$ cat config.mk
export PLATFORM = sky130hd
export DESIGN_NAME = controller_loop_cfg_issuer
export DESIGN_NICKNAME = d
export VERILOG_FILES = /design/src/rtl/controller_loop_cfg_issuer.sv
export SDC_FILE = /design/constraint.sdc
export NUM_CORES = 1
export LEC_CHECK = 0
export ABC_AREA = 1
export BUFFER_PORTS_ARGS = -buffer_cell sky130_fd_sc_hd__buf_2
export CORE_MARGIN = 5
export CORE_UTILIZATION = 50
export CTS_BUF_LIST = sky130_fd_sc_hd__clkbuf_8
export CTS_CLUSTER_DIAMETER = 200
export DETAILED_ROUTE_END_ITERATION = 16
export GPL_ROUTABILITY_DRIVEN = 0
export PLACE_DENSITY = 0.79
export SLEW_MARGIN = 0
export SYNTH_ARGS = -nofsm -noshare
export SYNTH_HDL_FRONTEND = slang
export SYNTH_SLANG_ARGS = --single-unit
$ cat constraint.sdc
create_clock -name clk -period 5.2 [get_ports clk]
set_input_delay 0 -clock clk [delete_from_list [all_inputs] [get_ports clk]]
set_output_delay 0 -clock clk [all_outputs]
set_load 0.005 [all_outputs]
$ cat src/rtl/controller_loop_cfg_issuer.sv
// controller_loop_cfg_issuer
// Turns a stream of 32-bit loop instructions into loop-controller
// configuration beats. It mirrors the controller's per-group loop counters,
// fires the block start pulse, waits for the controller's done, and then
// closes the block with block_done.
//
// Ports:
//   clk, reset             clock and synchronous active-low reset
//   inst_v/inst_ready      instruction handshake; inst_data carries the word
//                          (opcode [31:28], group [27:26], trip [15:0])
//   cfg_loop_iter_v        one-cycle config beat carrying cfg_loop_iter,
//                          cfg_loop_iter_loop_id and cfg_loop_group_id
//   start / done           block start pulse and controller completion pulse
//   block_done             one-cycle block close pulse
//   busy                   high while a block is in flight
//   blocks_done            count of completed blocks (wraps)
//   err_overflow, err_zero_trip, err_illegal   sticky error flags
//   err_clear              clears the sticky error flags
module controller_loop_cfg_issuer #(
  parameter int unsigned LOOP_ID_W     = 5,
  parameter int unsigned GROUP_ID_W    = 2,
  parameter int unsigned LOOP_ITER_W   = 16,
  parameter int unsigned NUM_MAX_LOOPS = 1 << LOOP_ID_W,
  parameter int unsigned NUM_GROUPS    = 1 << GROUP_ID_W
) (
  input  logic                   clk,
  input  logic                   reset,
  input  logic                   inst_v,
  output logic                   inst_ready,
  input  logic [31:0]            inst_data,
  output logic                   cfg_loop_iter_v,
  output logic [LOOP_ITER_W-1:0] cfg_loop_iter,
  output logic [LOOP_ID_W-1:0]   cfg_loop_iter_loop_id,
  output logic [GROUP_ID_W-1:0]  cfg_loop_group_id,
  output logic                   start,
  input  logic                   done,
  output logic                   block_done,
  output logic                   busy,
  output logic [15:0]            blocks_done,
  output logic                   err_overflow,
  output logic                   err_zero_trip,
  output logic                   err_illegal,
  input  logic                   err_clear
);

  // Counter is one bit wider than the loop id so "group full" is representable.
  localparam int unsigned CNT_W = LOOP_ID_W + 1;
  localparam logic [3:0] OP_LOOP_CFG    = 4'h1;
  localparam logic [3:0] OP_BLOCK_START = 4'h2;

  typedef enum logic [1:0] {
    IDLE      = 2'd0,
    START     = 2'd1,
    WAIT_DONE = 2'd2,
    CLOSE     = 2'd3
  } state_t;

  state_t state, state_nx;

  logic             done_pend, done_pend_nx;
  logic [CNT_W-1:0] cnt    [NUM_GROUPS];
  logic [CNT_W-1:0] cnt_nx [NUM_GROUPS];

  logic                   beat_v_nx;
  logic [LOOP_ITER_W-1:0] iter_nx;
  logic [LOOP_ID_W-1:0]   loop_id_nx;
  logic [GROUP_ID_W-1:0]  group_id_nx;
  logic                   start_nx;
  logic                   block_done_nx;
  logic                   busy_nx;
  logic [15:0]            blocks_done_nx;
  logic                   ovf_ev, zero_ev, ill_ev;
  logic                   err_overflow_nx, err_zero_trip_nx, err_illegal_nx;

  // Instruction field decode.
  logic [3:0]            opcode;
  logic [GROUP_ID_W-1:0] grp_in;
  logic [15:0]           trip;
  logic                  xfer;
  logic                  unused_bits;

  assign opcode      = inst_data[31:28];
  assign grp_in      = GROUP_ID_W'(inst_data[27:26]);
  assign trip        = inst_data[15:0];
  assign unused_bits = ^inst_data[25:16];

  // Ready only in IDLE and never while reset is held.
  assign inst_ready = (state == IDLE) && reset;
  assign xfer       = inst_v && inst_ready;

  // Next-state, datapath and registered-output values.
  always_comb begin
    state_nx       = state;
    done_pend_nx   = done_pend;
    cnt_nx         = cnt;
    beat_v_nx      = 1'b0;
    iter_nx        = cfg_loop_iter;
    loop_id_nx     = cfg_loop_iter_loop_id;
    group_id_nx    = cfg_loop_group_id;
    start_nx       = 1'b0;
    block_done_nx  = 1'b0;
    blocks_done_nx = blocks_done;
    ovf_ev         = 1'b0;
    zero_ev        = 1'b0;
    ill_ev         = 1'b0;

    case (state)
      IDLE: begin
        if (xfer) begin
          case (opcode)
            OP_LOOP_CFG: begin
              if (trip == 16'd0) zero_ev = 1'b1;
              if (cnt[grp_in] == CNT_W'(NUM_MAX_LOOPS)) begin
                ovf_ev = 1'b1;
              end else begin
                beat_v_nx   = 1'b1;
                loop_id_nx  = LOOP_ID_W'(cnt[grp_in]);
                group_id_nx = grp_in;
                // Trip 0 is issued as iteration 0 rather than wrapping.
                iter_nx     = (trip == 16'd0) ? '0 : LOOP_ITER_W'(trip - 16'd1);
                cnt_nx[grp_in] = cnt[grp_in] + CNT_W'(1);
              end
            end
            OP_BLOCK_START: begin
              state_nx = START;
              start_nx = 1'b1;
            end
            default: ill_ev = 1'b1;
          endcase
        end
      end
      START: begin
        state_nx = WAIT_DONE;
        // A done seen during START is remembered for the first WAIT_DONE cycle.
        if (done) done_pend_nx = 1'b1;
      end
      WAIT_DONE: begin
        if (done || done_pend) begin
          state_nx       = CLOSE;
          done_pend_nx   = 1'b0;
          block_done_nx  = 1'b1;
          blocks_done_nx = blocks_done + 16'd1;
        end
      end
      CLOSE: begin
        state_nx = IDLE;
        for (int i = 0; i < int'(NUM_GROUPS); i++) cnt_nx[i] = '0;
      end
      default: state_nx = IDLE;
    endcase

    busy_nx = (state_nx != IDLE);

    // A new error event beats a simultaneous clear.
    err_overflow_nx  = (err_overflow  && !err_clear) || ovf_ev;
    err_zero_trip_nx = (err_zero_trip && !err_clear) || zero_ev;
    err_illegal_nx   = (err_illegal   && !err_clear) || ill_ev;
  end

  // State, counters and registered outputs.
  always_ff @(posedge clk) begin
    if (!reset) begin
      state                 <= IDLE;
      done_pend             <= 1'b0;
      for (int i = 0; i < int'(NUM_GROUPS); i++) cnt[i] <= '0;
      cfg_loop_iter_v       <= 1'b0;
      cfg_loop_iter         <= '0;
      cfg_loop_iter_loop_id <= '0;
      cfg_loop_group_id     <= '0;
      start                 <= 1'b0;
      block_done            <= 1'b0;
      busy                  <= 1'b0;
      blocks_done           <= '0;
      err_overflow          <= 1'b0;
      err_zero_trip         <= 1'b0;
      err_illegal           <= 1'b0;
    end else begin
      state                 <= state_nx;
      done_pend             <= done_pend_nx;
      cnt                   <= cnt_nx;
      cfg_loop_iter_v       <= beat_v_nx;
      cfg_loop_iter         <= iter_nx;
      cfg_loop_iter_loop_id <= loop_id_nx;
      cfg_loop_group_id     <= group_id_nx;
      start                 <= start_nx;
      block_done            <= block_done_nx;
      busy                  <= busy_nx;
      blocks_done           <= blocks_done_nx;
      err_overflow          <= err_overflow_nx;
      err_zero_trip         <= err_zero_trip_nx;
      err_illegal           <= err_illegal_nx;
    end
  end

endmodule

# Word level (Yosys, flattened, before mapping)
# Cells that the tools add are included.
# op_classes
eq_ne,11
bitwise_logic,2
add_sub_neg,3
magnitude_cmp,2
reduce_logical,24
muxes,32
# op_table
operator,count
24-bit 2-to-1 mux,3
24-bit one-hot mux with 2 select lines,1
24-bit bitwise mux,1
6-bit 2-to-1 mux,3
"16-bit by 1-bit adder with 16-bit output, second input constant",1
16-bit zero test,1
1-bit 2-to-1 mux,16
16-bit 2-to-1 mux,1
"16-bit by 1-bit subtractor with 16-bit output, second input constant",1
6-bit binary-select mux with 2-bit select,1
6-bit demux with 2-bit select,1
4-bit AND reduction,3
"2-bit inequality test, second input constant",4
2-bit one-hot mux with 4 select lines,1
"6-bit by 1-bit adder with 6-bit output, second input constant",1
"6-bit == test, second input constant",1
1-bit logical AND,6
2-bit 2-to-1 mux,3
3-bit AND reduction,2
2-bit nonzero test,3
"2-bit == test, second input constant",2
"4-bit by 1-bit == test with 1-bit output, second input constant",1
"4-bit by 2-bit == test with 1-bit output, second input constant",1
1-bit logical OR,4
11 further kinds,12
# totals
elab_cells,91
input_bits,37
regBits,73
output_inout_bits,47

# Longest topological paths before layout
# logic_depth
word_depth,10
ltp_mapped,17
ltp_nobuf,16

# Least setup slack after synthesis
# No wires, ideal clock.
# synth_timing
path_kind,register -> register
start,reg state[0]
end,reg blocks_done[15]
period_less_slack_ns,1.751
path_buffers,0
setup_slack_ns,3.449
setup_ns,0.116
arrival_ns,1.635
path_stages_with_launch,12
required_ns,5.084
path_cell_list,dfxtp_1 > inv_1 > ha_1 > inv_1 > nor2_2 > nand3b_1 > nor2_1 > nand4_1 > nor2_1 > nand2_1 > o21ai_0 > nor2_1
# synth_between
elab_chain_cells,2
# synth_lines
item,line,rtl
"start, declared",58,"state_t state, state_nx;"
"start signal, assigned",178,state <= state_nx;
2-bit == test,107,case (state)
2-bit AND reduction (no line),n/a,
"end signal, assigned",188,blocks_done <= blocks_done_nx;
"end, declared",39,"output logic [15:0] blocks_done,"
# Every way passes these cells.
# A chain may end at the register's enable or synchronous reset.

# Worst setup path in the final report
# Same ends and word-level chain as after synthesis.

==> summary.txt <==
Outcome
  • Outcome: finished, final reports clean

Critical path
  • Crit path max-delay family: simple AND/OR/NAND/NOR gates
  • CP arrival: 2.34 ns
  • Worst path slowest cell: dfxtp_1
  • Crit. End Element: flip-flop
  • Startpoint Class: flip-flop
  • CP max stage delay: 0.33 ns
  • Setup CP Type: flip-flop to flip-flop
  • Critical-path cell list: inv_1, ha_1, inv_1, nor2_2, nand3b_1, nor2_1, nand4_1, nor2_1, nand2_1, o21ai_0, nor2_1
  • Buf+Inv Stages, Crit Path: 2
  • Worst-path fanout max: 7
  • CP required: 5.44 ns
  • CP dominant cell by count: nor2_1

Logic synthesis
  • Largest area contributor in the netlist: dfxtp_1
  • Netlist cell types: 39
  • Compound-cell area share of the yosys netlist: 12.8%
  • Adder-Cell Fraction of Synth Area: 2.87%
  • Post-synthesis simple-gate area fraction: 36.0%
  • Avg Cell Area, Syn: 6.65 µm²
  • Main combinational cell family by area after synthesis: simple AND/OR/NAND/NOR gates
  • Synth top area share: 37.3%
  • Post-Synthesis Cells: 590
  • Sequential area share after synthesis: 37.3%
  • YS warnings: 0
  • Mapped Area: 3920 µm²
  • Syn_nets: 636
  • Synth area leaders: dfxtp_1, nand2_1, nor2_1, inv_1, a21oi_1
  • Xor/xnor share of the synthesized area: 1.79%
  • Seq cells post-synth: 73
  • Mux contribution to synthesized area: 0%

Run
  • Maxcap violations: 0

Routing
  • Via count: 3909
  • Vias per inst: 5.08
  • Post-route ant nets: 0
  • Avg WL per Cell: 12.5 µm
  • Drt initial violations: 162
  • Pre-antenna DRT Iters: 5
  • Drt drc: 0
  • Final wirelength: 9620 µm

Clock network
  • Worst skew pair latency: 0.34 ns
  • Hold Buf Count CTS: 5
  • Max Buffers Root-to-Sink: 2
  • CTS tree: yes
  • Cts repair resizes: 0
  • Clock Pin Slew Worst Setup and Hold Paths: 0.08 ns
  • Postcts setup bufs: 0
  • H-Tree Level Count: 3
  • Num CTS Buffers: 9
  • Clock root cell: clkbuf_8
  • TritonCTS Sinks: 73

Floorplanning
  • Core Footprint: 7690 µm²
  • Io pins: 84
  • Num rows: 32
  • Die width: 98.6 µm
  • Die area: 9720 µm²
  • Initial Util: 51.0%
  • DIE HEIGHT: 98.6 µm

Timing
  • Final hold violations: 0
  • Setup violators final: 0
  • Achievable Freq: 478 MHz
  • Setup TNS: 0 ns
  • Slew headroom: 40.9%
  • Skew final: 0.00802 ns
  • Tcrit/Tclk final: 40.2%
  • Final hold slack: 0.00307 ns
  • Worst-Margin Slew: 0.881 ns
  • Unrepaired setup endpoints after global routing: no
  • Worst Setup Slack, final: 3.11 ns
  • Fin. max-slew vios: 0
  • Fin crit period: 2.09 ns

Placement
  • Placed cell area: 4330 µm²
  • Detailed Place HPWL: 7020 µm
  • Post-Place Worst Slack: 2.99 ns
  • Cells after DPL: 750
  • # port buffers: 73

Global routing
  • Total track usage: 20.2%
  • Antenna violations before repair: 0
  • First-pass GRT wire length: 16400 µm
  • Congestion Overflow GR: 0
  • Vias in the first global route: 3728
  • Largest net degree at the start of global routing: 47

Layout
  • Most common cell after layout, fill and taps aside: nand2_1
  • Final Util: 60.0%
  • N_diodes: 0
  • Fin nets: 710
  • Most frequent cells in the layout: nand2_1, nor2_1, dfxtp_1, buf_2, inv_1
  • Cell area after layout: 4610 µm²
  • Area Growth Syn to Fin: 17.5%
  • Layout cells sized above 1: 17.7%
  • Fin cells: 770

Power
  • Overall Power: 1.18 mW
  • Peak VDD IR: 0.122 mV
  • Leakage: 2.15 nW
  • Power per cell area: 255 nW/µm²

Hold path
  • Worst hold path type: input port to flip-flop
-- power by group --
group          switching [mW]  internal, mW  total, mW
registers             0.00214         0.563      0.565
logic                  0.0542        0.0288     0.0831
clock network           0.214         0.314      0.529
-- tightest hold or removal path: stages --
cell,delay (ns)
buf_2,0.12
a21oi_1,0.13
nor3_1,0.06
-- logic make-up (layout without fill, tap and decap cells) --
group,after synthesis,after routing
fa+ha+maj,9,9
simple gates,326,326
compound gates,85,85
xor+xnor,8,8
flops,73,73
buf+inv,89,167
-- cell usage after synthesis --
| cell type | instances |
|---|---|
| nand2_1 | 140 |
| nor2_1 | 121 |
| dfxtp_1 | 73 |
| inv_1 | 69 |
| a21oi_1 | 37 |
| nand3_1 | 27 |
| o21ai_0 | 27 |
| ha_1 | 9 |
| nand4_1 | 7 |
| a211oi_1 | 6 |
| nor3_1 | 6 |
| clkbuf_1 | 5 |
| nand2_2 | 5 |
| o21ai_1 | 5 |
| a211oi_2 | 4 |
| buf_4 | 4 |
| inv_2 | 4 |
| nor2_2 | 4 |
| xnor2_1 | 4 |
| xor2_1 | 4 |
| buf_1 | 3 |
| nor2_4 | 3 |
| a21oi_2 | 2 |
| buf_6 | 2 |
| nand2_8 | 2 |
| nand3b_1 | 2 |
| nor3b_1 | 2 |
| nor4_1 | 2 |
| a21oi_4 | 1 |
| a31o_2 | 1 |
| and3_1 | 1 |
| buf_2 | 1 |
| clkinv_1 | 1 |
| nand2_4 | 1 |
| nand3_2 | 1 |
| nand3_4 | 1 |
| o211a_1 | 1 |
| o21a_1 | 1 |
| or2_2 | 1 |
-- cell type report --
type	count	area, µm²
inverter	74	278
timing repair buffer	78	415
clock inverter	6	108
multi-input combinational	428	2100
tap	102	128
sequential	73	1460
fill	716	3080
clock buffer	9	124
-- flip-flops by register name, summed over array words and instances, names as in the netlist, 2 cells and up --
name / flops
blocks_done: 16
cfg_loop_group_id: 2
cfg_loop_iter: 16
cfg_loop_iter_loop_id: 5
cnt: 24
state: 2
-- layer usage --
metal  part of all wire [%]  GRT usage (%)  vias to the layer above
met5                      0              0                        -
li1                       -              -                     2014
met3                    6.3           4.25                       17
met2                     48           34.6                      122
met1                     43           24.6                     1756
met4                    1.9           8.30                        0
-- final timing paths --
kind,start,slack (ns),cells after the start,endpoint
setup reg to reg,state[0],3.11,11,blocks_done[15]
setup / recovery,state[0],3.11,11,blocks_done[15]
hold reg to reg,cfg_loop_iter[6],0.45,2,cfg_loop_iter[6]
hold / removal,done,0.003,3,done_pend
Power figures use the tool's default switching activity.
